--- src/rtl/riscv_pkg.sv ---
// riscv_pkg: shared RV32I decode types.
//   - field bit positions of the instruction word
//   - major opcode values
//   - opcode_1hot_struct_t, instr_formats_e, decoded_instr_t
//   - buffer state encoding of the decode stage
// The illegal-instruction check in instr_decode_comb is built only when
// RISCV_DECODE_ILLEGAL_CHK_EN is defined; these types are the same either way.
package riscv_pkg;

  localparam int RV_XLEN    = 32;

  localparam int RD_LSB     = 7;
  localparam int FUNCT3_LSB = 12;
  localparam int RS1_LSB    = 15;
  localparam int RS2_LSB    = 20;
  localparam int FUNCT7_LSB = 25;

  localparam logic [6:0] OPC_LUI    = 7'b0110111;
  localparam logic [6:0] OPC_AUIPC  = 7'b0010111;
  localparam logic [6:0] OPC_JAL    = 7'b1101111;
  localparam logic [6:0] OPC_JALR   = 7'b1100111;
  localparam logic [6:0] OPC_BRANCH = 7'b1100011;
  localparam logic [6:0] OPC_LOAD   = 7'b0000011;
  localparam logic [6:0] OPC_STORE  = 7'b0100011;
  localparam logic [6:0] OPC_RI     = 7'b0010011;
  localparam logic [6:0] OPC_RR     = 7'b0110011;
  localparam logic [6:0] OPC_FENCE  = 7'b0001111;
  localparam logic [6:0] OPC_EXCPT  = 7'b1110011;

  typedef enum logic [2:0] {
    NONE_t = 3'd0,
    R_type = 3'd1,
    I_type = 3'd2,
    S_type = 3'd3,
    B_type = 3'd4,
    U_type = 3'd5,
    J_type = 3'd6
  } instr_formats_e;

  typedef struct packed {
    logic lui;
    logic auipc;
    logic jal;
    logic jalr;
    logic branch;
    logic load;
    logic store;
    logic ri;
    logic rr;
    logic fence;
    logic excpt;
  } opcode_1hot_struct_t;

  typedef struct packed {
    logic [RV_XLEN-1:0]  pc;
    opcode_1hot_struct_t opcode;
    instr_formats_e      fmt;
    logic [4:0]          rd;
    logic [4:0]          rs1;
    logic [4:0]          rs2;
    logic [2:0]          funct3;
    logic [6:0]          funct7;
    logic [31:0]         imm;
    logic                illegal;
  } decoded_instr_t;

  typedef enum logic [1:0] {
    ST_EMPTY = 2'd0,
    ST_ONE   = 2'd1,
    ST_FULL  = 2'd2
  } buf_state_e;

endpackage

--- src/rtl/instr_decode_comb.sv ---
// instr_decode_comb: purely combinational RV32I decode of one instruction.
// Ports:
//   instr_i  raw 32-bit instruction word
//   pc_i     PC of instr_i, passed through
//   dec_o    decoded_instr_t (one-hot opcode, format, fields, immediate,
//            illegal flag)
// Macro RISCV_DECODE_ILLEGAL_CHK_EN: when defined, builds the illegal
// encoding check; otherwise dec_o.illegal is constant 0.
module instr_decode_comb
  import riscv_pkg::*;
(
  input  logic [31:0]  instr_i,
  input  logic [31:0]  pc_i,
  output decoded_instr_t dec_o
);

  opcode_1hot_struct_t opc;
  instr_formats_e      fmt;
  logic [31:0]         imm;
  logic [2:0]          f3;
  logic [6:0]          f7;
  logic                illegal;

  assign f3 = instr_i[FUNCT3_LSB +: 3];
  assign f7 = instr_i[FUNCT7_LSB +: 7];

  always_comb begin
    opc = '0;
    fmt = NONE_t;
    case (instr_i[6:0])
      OPC_LUI:    begin opc.lui    = 1'b1; fmt = U_type; end
      OPC_AUIPC:  begin opc.auipc  = 1'b1; fmt = U_type; end
      OPC_JAL:    begin opc.jal    = 1'b1; fmt = J_type; end
      OPC_JALR:   begin opc.jalr   = 1'b1; fmt = I_type; end
      OPC_BRANCH: begin opc.branch = 1'b1; fmt = B_type; end
      OPC_LOAD:   begin opc.load   = 1'b1; fmt = I_type; end
      OPC_STORE:  begin opc.store  = 1'b1; fmt = S_type; end
      OPC_RI:     begin opc.ri     = 1'b1; fmt = I_type; end
      OPC_RR:     begin opc.rr     = 1'b1; fmt = R_type; end
      OPC_FENCE:  begin opc.fence  = 1'b1; fmt = I_type; end
      OPC_EXCPT:  begin opc.excpt  = 1'b1; fmt = I_type; end
      default:    begin opc = '0;          fmt = NONE_t; end
    endcase
  end

  always_comb begin
    imm = '0;
    case (fmt)
      I_type:  imm = {{20{instr_i[31]}}, instr_i[31:20]};
      S_type:  imm = {{20{instr_i[31]}}, instr_i[31:25], instr_i[11:7]};
      B_type:  imm = {{19{instr_i[31]}}, instr_i[31], instr_i[7],
                      instr_i[30:25], instr_i[11:8], 1'b0};
      U_type:  imm = {instr_i[31:12], 12'b0};
      J_type:  imm = {{11{instr_i[31]}}, instr_i[31], instr_i[19:12],
                      instr_i[20], instr_i[30:21], 1'b0};
      default: imm = '0;
    endcase
  end

`ifdef RISCV_DECODE_ILLEGAL_CHK_EN
  always_comb begin
    illegal = 1'b0;
    if (instr_i[1:0] != 2'b11) illegal = 1'b1;
    if (opc == '0) illegal = 1'b1;
    // Only SUB and SRA may use the alternate funct7.
    if (opc.rr && (f7 != 7'b0000000) &&
        !((f7 == 7'b0100000) && ((f3 == 3'b000) || (f3 == 3'b101))))
      illegal = 1'b1;
    if (opc.ri && (f3 == 3'b001) && (f7 != 7'b0000000)) illegal = 1'b1;
    if (opc.ri && (f3 == 3'b101) &&
        (f7 != 7'b0000000) && (f7 != 7'b0100000))
      illegal = 1'b1;
  end
`else
  assign illegal = 1'b0;
`endif

  always_comb begin
    dec_o         = '0;
    dec_o.pc      = pc_i;
    dec_o.opcode  = opc;
    dec_o.fmt     = fmt;
    dec_o.rd      = instr_i[RD_LSB  +: 5];
    dec_o.rs1     = instr_i[RS1_LSB +: 5];
    dec_o.rs2     = instr_i[RS2_LSB +: 5];
    dec_o.funct3  = f3;
    dec_o.funct7  = f7;
    dec_o.imm     = imm;
    dec_o.illegal = illegal;
  end

endmodule

--- src/rtl/instr_decode_stage.sv ---
// instr_decode_stage: pipelined RV32I decode stage with a 2-entry skid
// buffer (main output register + skid register).
// Ports:
//   clk, rst_n (async, active-low), flush (sync kill of buffered entries)
//   in_valid/in_ready/in_instr/in_pc      fetch side handshake
//   out_valid/out_ready                   downstream handshake
//   out_pc, out_opcode, out_fmt, out_rd, out_rs1, out_rs2, out_funct3,
//   out_funct7, out_imm, out_illegal      decoded fields of the main entry
// Macro RISCV_DECODE_ILLEGAL_CHK_EN: enables the illegal-encoding check in
// instr_decode_comb; without it out_illegal is always 0.
//
// state    | meaning
// ---------+-------------------------------------------
// ST_EMPTY | nothing buffered, out_valid=0, in_ready=1
// ST_ONE   | main register valid, in_ready=1
// ST_FULL  | main and skid valid, in_ready=0
module instr_decode_stage
  import riscv_pkg::*;
#(
  parameter int XLEN = 32
) (
  input  logic                clk,
  input  logic                rst_n,
  input  logic                flush,
  input  logic                in_valid,
  output logic                in_ready,
  input  logic [31:0]         in_instr,
  input  logic [XLEN-1:0]     in_pc,
  output logic                out_valid,
  input  logic                out_ready,
  output logic [XLEN-1:0]     out_pc,
  output opcode_1hot_struct_t out_opcode,
  output instr_formats_e      out_fmt,
  output logic [4:0]          out_rd,
  output logic [4:0]          out_rs1,
  output logic [4:0]          out_rs2,
  output logic [2:0]          out_funct3,
  output logic [6:0]          out_funct7,
  output logic [31:0]         out_imm,
  output logic                out_illegal
);

  buf_state_e     state_q, state_d;
  decoded_instr_t main_q, main_d;
  decoded_instr_t skid_q, skid_d;
  decoded_instr_t dec;
  logic           in_xfer, out_xfer;

  instr_decode_comb u_decode (
    .instr_i (in_instr),
    .pc_i    (in_pc),
    .dec_o   (dec)
  );

  // Both handshake flags come straight from the state register, so there is
  // no combinational path from out_ready to in_ready.
  assign in_ready  = (state_q != ST_FULL);
  assign out_valid = (state_q != ST_EMPTY);
  assign in_xfer   = in_valid && in_ready;
  assign out_xfer  = out_valid && out_ready;

  always_comb begin
    state_d = state_q;
    main_d  = main_q;
    skid_d  = skid_q;
    if (flush) begin
      state_d = ST_EMPTY;
    end else begin
      case (state_q)
        ST_EMPTY: begin
          if (in_xfer) begin
            main_d  = dec;
            state_d = ST_ONE;
          end
        end
        ST_ONE: begin
          if (in_xfer && out_xfer) begin
            main_d = dec;
          end else if (in_xfer) begin
            skid_d  = dec;
            state_d = ST_FULL;
          end else if (out_xfer) begin
            state_d = ST_EMPTY;
          end
        end
        ST_FULL: begin
          if (out_xfer) begin
            main_d  = skid_q;
            state_d = ST_ONE;
          end
        end
        default: state_d = ST_EMPTY;
      endcase
    end
  end

  always_ff @(posedge clk or negedge rst_n) begin
    if (!rst_n) begin
      state_q <= ST_EMPTY;
      main_q  <= '0;
      skid_q  <= '0;
    end else begin
      state_q <= state_d;
      main_q  <= main_d;
      skid_q  <= skid_d;
    end
  end

  assign out_pc      = main_q.pc;
  assign out_opcode  = main_q.opcode;
  assign out_fmt     = main_q.fmt;
  assign out_rd      = main_q.rd;
  assign out_rs1     = main_q.rs1;
  assign out_rs2     = main_q.rs2;
  assign out_funct3  = main_q.funct3;
  assign out_funct7  = main_q.funct7;
  assign out_imm     = main_q.imm;
  assign out_illegal = main_q.illegal;

endmodule

--- config.mk ---
export PLATFORM = sky130hd
export DESIGN_NAME = instr_decode_stage
export DESIGN_NICKNAME = d
export VERILOG_FILES = /design/src/rtl/riscv_pkg.sv /design/src/rtl/instr_decode_comb.sv /design/src/rtl/instr_decode_stage.sv
export SDC_FILE = /design/constraint.sdc
export NUM_CORES = 1
export LEC_CHECK = 0
export BUFFER_PORTS_ARGS = -buffer_cell sky130_fd_sc_hd__buf_2
export CAP_MARGIN = 10
export CORE_ASPECT_RATIO = 2
export CORE_MARGIN = 4
export CORE_UTILIZATION = 35
export CTS_CLUSTER_DIAMETER = 150
export DETAILED_ROUTE_END_ITERATION = 8
export PLACE_DENSITY = 0.55
export SLEW_MARGIN = 20
export SYNTH_ARGS = -nofsm -noshare
export SYNTH_HDL_FRONTEND = slang
export SYNTH_HIERARCHICAL = 1
export SYNTH_SLANG_ARGS = --single-unit
--- constraint.sdc ---
create_clock -name clk -period 4.5 [get_ports clk]
set_input_delay 0.225 -clock clk [delete_from_list [all_inputs] [get_ports clk]]
set_output_delay 0.225 -clock clk [all_outputs]
set_load 0.02 [all_outputs]
==> out/qor.yml <==
ys_seq_area_share_pct: 50.4
vias_per_cell: 4.86
synth_cells: 961
fin_util_pct: 41.6
wl_um: 26800
end_kind: "output pin"
cp_max_fo: 73
async_flop_share_pct: 100
grt_pass1_wl_um: 42000
cts-root-buf: "clkbuf_16"
drc: 0
synth_cell_types: 55
start_kind: "register"
clockBufferDepth: 3
core_mm2: 0.0295
top_layer: "met5"
cts_sinks: 210
fin_cells: 1485
dieArea_mm2: 0.0328
antenna_found_initial: 5
final_cell_mix: "nand2_1, dfrtp_1, buf_2, mux2_2, mux2_1"
finalClockSkew_ns: 0.0102
final_common_cell: "nand2_1"
relSlewSlack_pct: 37.9
wl_per_cell_um: 18.0
wl_met3_um: 1160
io_pins: 175
synth.area.top_cells: "dfrtp_1, mux2_2, nand2_1"
drive_gt1_share_pct: 35.9
gp_congestion: 0.820
post_cts_buffers: 0
power_leakage_nw: 6.37
status: "complete, no violations"
yosysTopAreaCell: "dfrtp_1"
dr_total_vias: 7221
p_per_area_mw_per_mm2: 407
drt-met1-wl_um: 10700
final_hold_viol_count: 0
period_share_pct: 60.1
yosys.area.top_type_share_pct: 50.4
dpl.hpwl_um: 18200
syn_nets: 1030
clkTransAtPathRegs_ns: 0.06
placedCellCount: 1399
cts_resized: 0
crit_required_ns: 4.28
worst_ir_drop_vdd_mv: 0.241
synth-edff-count: 0
port-buffer-count: 174
fin_area_mm2: 0.0123
die_x_um: 130
start_util_pct: 35.3
finalCriticalPeriod_ns: 2.70
worst_pin_slew_ns: 0.932
maxCapViolCount: 0
die_h_um: 252
grtUsageTotal_pct: 16.3
syn_area_mm2: 0.0104
syn_area_per_cell_um2: 10.9
cts_buffers: 21
maxSlewViolCount: 0
crit_arrival_ns: 2.48
total_power_mw: 4.99
h-tree-depth: 1
drt-pass1-iter-count: 4
finalSetupViolCount: 0
grt_max_degree: 111
detail-route-antenna-nets: 0
floorplan.rows: 89
timing.setup.critical_path_class: "reg -> out"
nets: 1176
hp-class: "in -> reg"
clock_latency_ns: 0.51
cts_tree: "done"
synth_seq_cells: 210
setup_tns_ns: 0
rsz0062_at_grt: "false"
first_iter_violations: 268
yosys_most_used_dff: "dfrtp_1"
ys.warnings.count: 6
timing.fmax_mhz: 370
placed_cell_area_mm2: 0.0111
area_delta_synth_final_pct: 17.8
gr-total-overflow: 0
wl_met2_um: 14200
grt_pass1_vias: 7295
## per-layer routing
metal | vias up | GRT usage (%)
met2 | 153 | 29.7
met1 | 3592 | 19.4
met5 | - | 0
li1 | 3436 | -
met4 | 4 | 5.11
met3 | 36 | 2.52
## logic make-up after synthesis
family                 count (synthesis)  synth area share [%]
DFF                                  210                  50.4
buffers and inverters                114                  7.82
muxes                                209                  22.9
AOI/OAI and AO/OA                     52                  3.79
other                                  1                0.0360
and+or+nand+nor                      375                  15.1
## cell usage after synthesis, types with 2 or more instances
cell type,instances
a21o_1,20
a21oi_1,6
a21oi_2,4
a32o_1,5
and2_1,10
and3_1,3
and3b_2,2
buf_2,21
buf_4,62
buf_6,17
clkbuf_1,11
dfrtp_1,210
mux2_1,50
mux2_2,150
mux2_4,9
nand2_1,320
nand2b_1,2
nand3_1,3
nor2_1,7
nor2_2,2
nor2b_1,2
nor3_1,4
nor4_1,3
o21a_1,2
o21ai_0,4
o21ai_2,2
or2_2,2
## worst max-delay path, cell delays in order, from the launching register on
cell and delay (ns):
dfrtp_1 0.43, nor2b_4 0.16, inv_4 0.58, buf_4 0.53, buf_2 0.25
## repair_timing
| action | in CTS | in global routing |
|---|---|---|
| hold buffers | 49 | 0 |
| endpoints found under the setup margin | 0 | 0 |
| hold endpoints to repair | 156 | 0 |
## state kept, by name, summed over array words and instances (netlist names)
signal,cells
state_q,2
out_funct7,7
out_rs1,5
out_fmt,3
out_rd,5
out_rs2,5
out_funct3,3
out_pc,32
skid_q,104
out_imm,32
out_opcode,11
out_illegal,1
## worst paths after layout
kind | endpoint | cells past startpoint | slack, ns | from
min in group asynchronous | out_pc[18]$_DFFE_PN0P_ | 2 | 0.35 | rst_n
setup / recovery | in_ready | 4 | 1.80 | state_q[1]$_DFFE_PN0P_
hold reg to reg | skid_q[85]$_DFFE_PN0P_ | 1 | 0.49 | skid_q[85]$_DFFE_PN0P_
hold / removal | skid_q[43]$_DFFE_PN0P_ | 2 | 0.02 | in_instr[20]
setup reg to reg | out_imm[17]$_DFFE_PN0P_ | 6 | 2.22 | state_q[1]$_DFFE_PN0P_
max in group asynchronous | out_rs1[3]$_DFFE_PN0P_ | 3 | 2.96 | rst_n
## through the flow
stage / hold WS, ns / setup WS [ns]
after floorplan: -0.0706 / 2.86
after global placement: 0.371 / 1.94
after detailed placement: 0.367 / 2.21
after CTS: 0.000180 / 1.66
after global routing: 0.0203 / 1.59
final: 0.0239 / 1.80
## layout make-up
cell class	count	area [µm²]
clock buffer	26	574
antenna	3	7.51
inverter	2	10.0
timing repair buffer	235	1500
clock inverter	8	100
fill	2822	17200
sequential	210	5260
tap	364	455
multi-input combinational	637	4380
## report_power, final
group | switching (mW) | internal, mW
combinational | 0.498 | 0.400
sequential | 0.140 | 2.18
clock | 0.755 | 1.02
total | 1.39 | 3.60
Power figures use the tool's default switching activity.
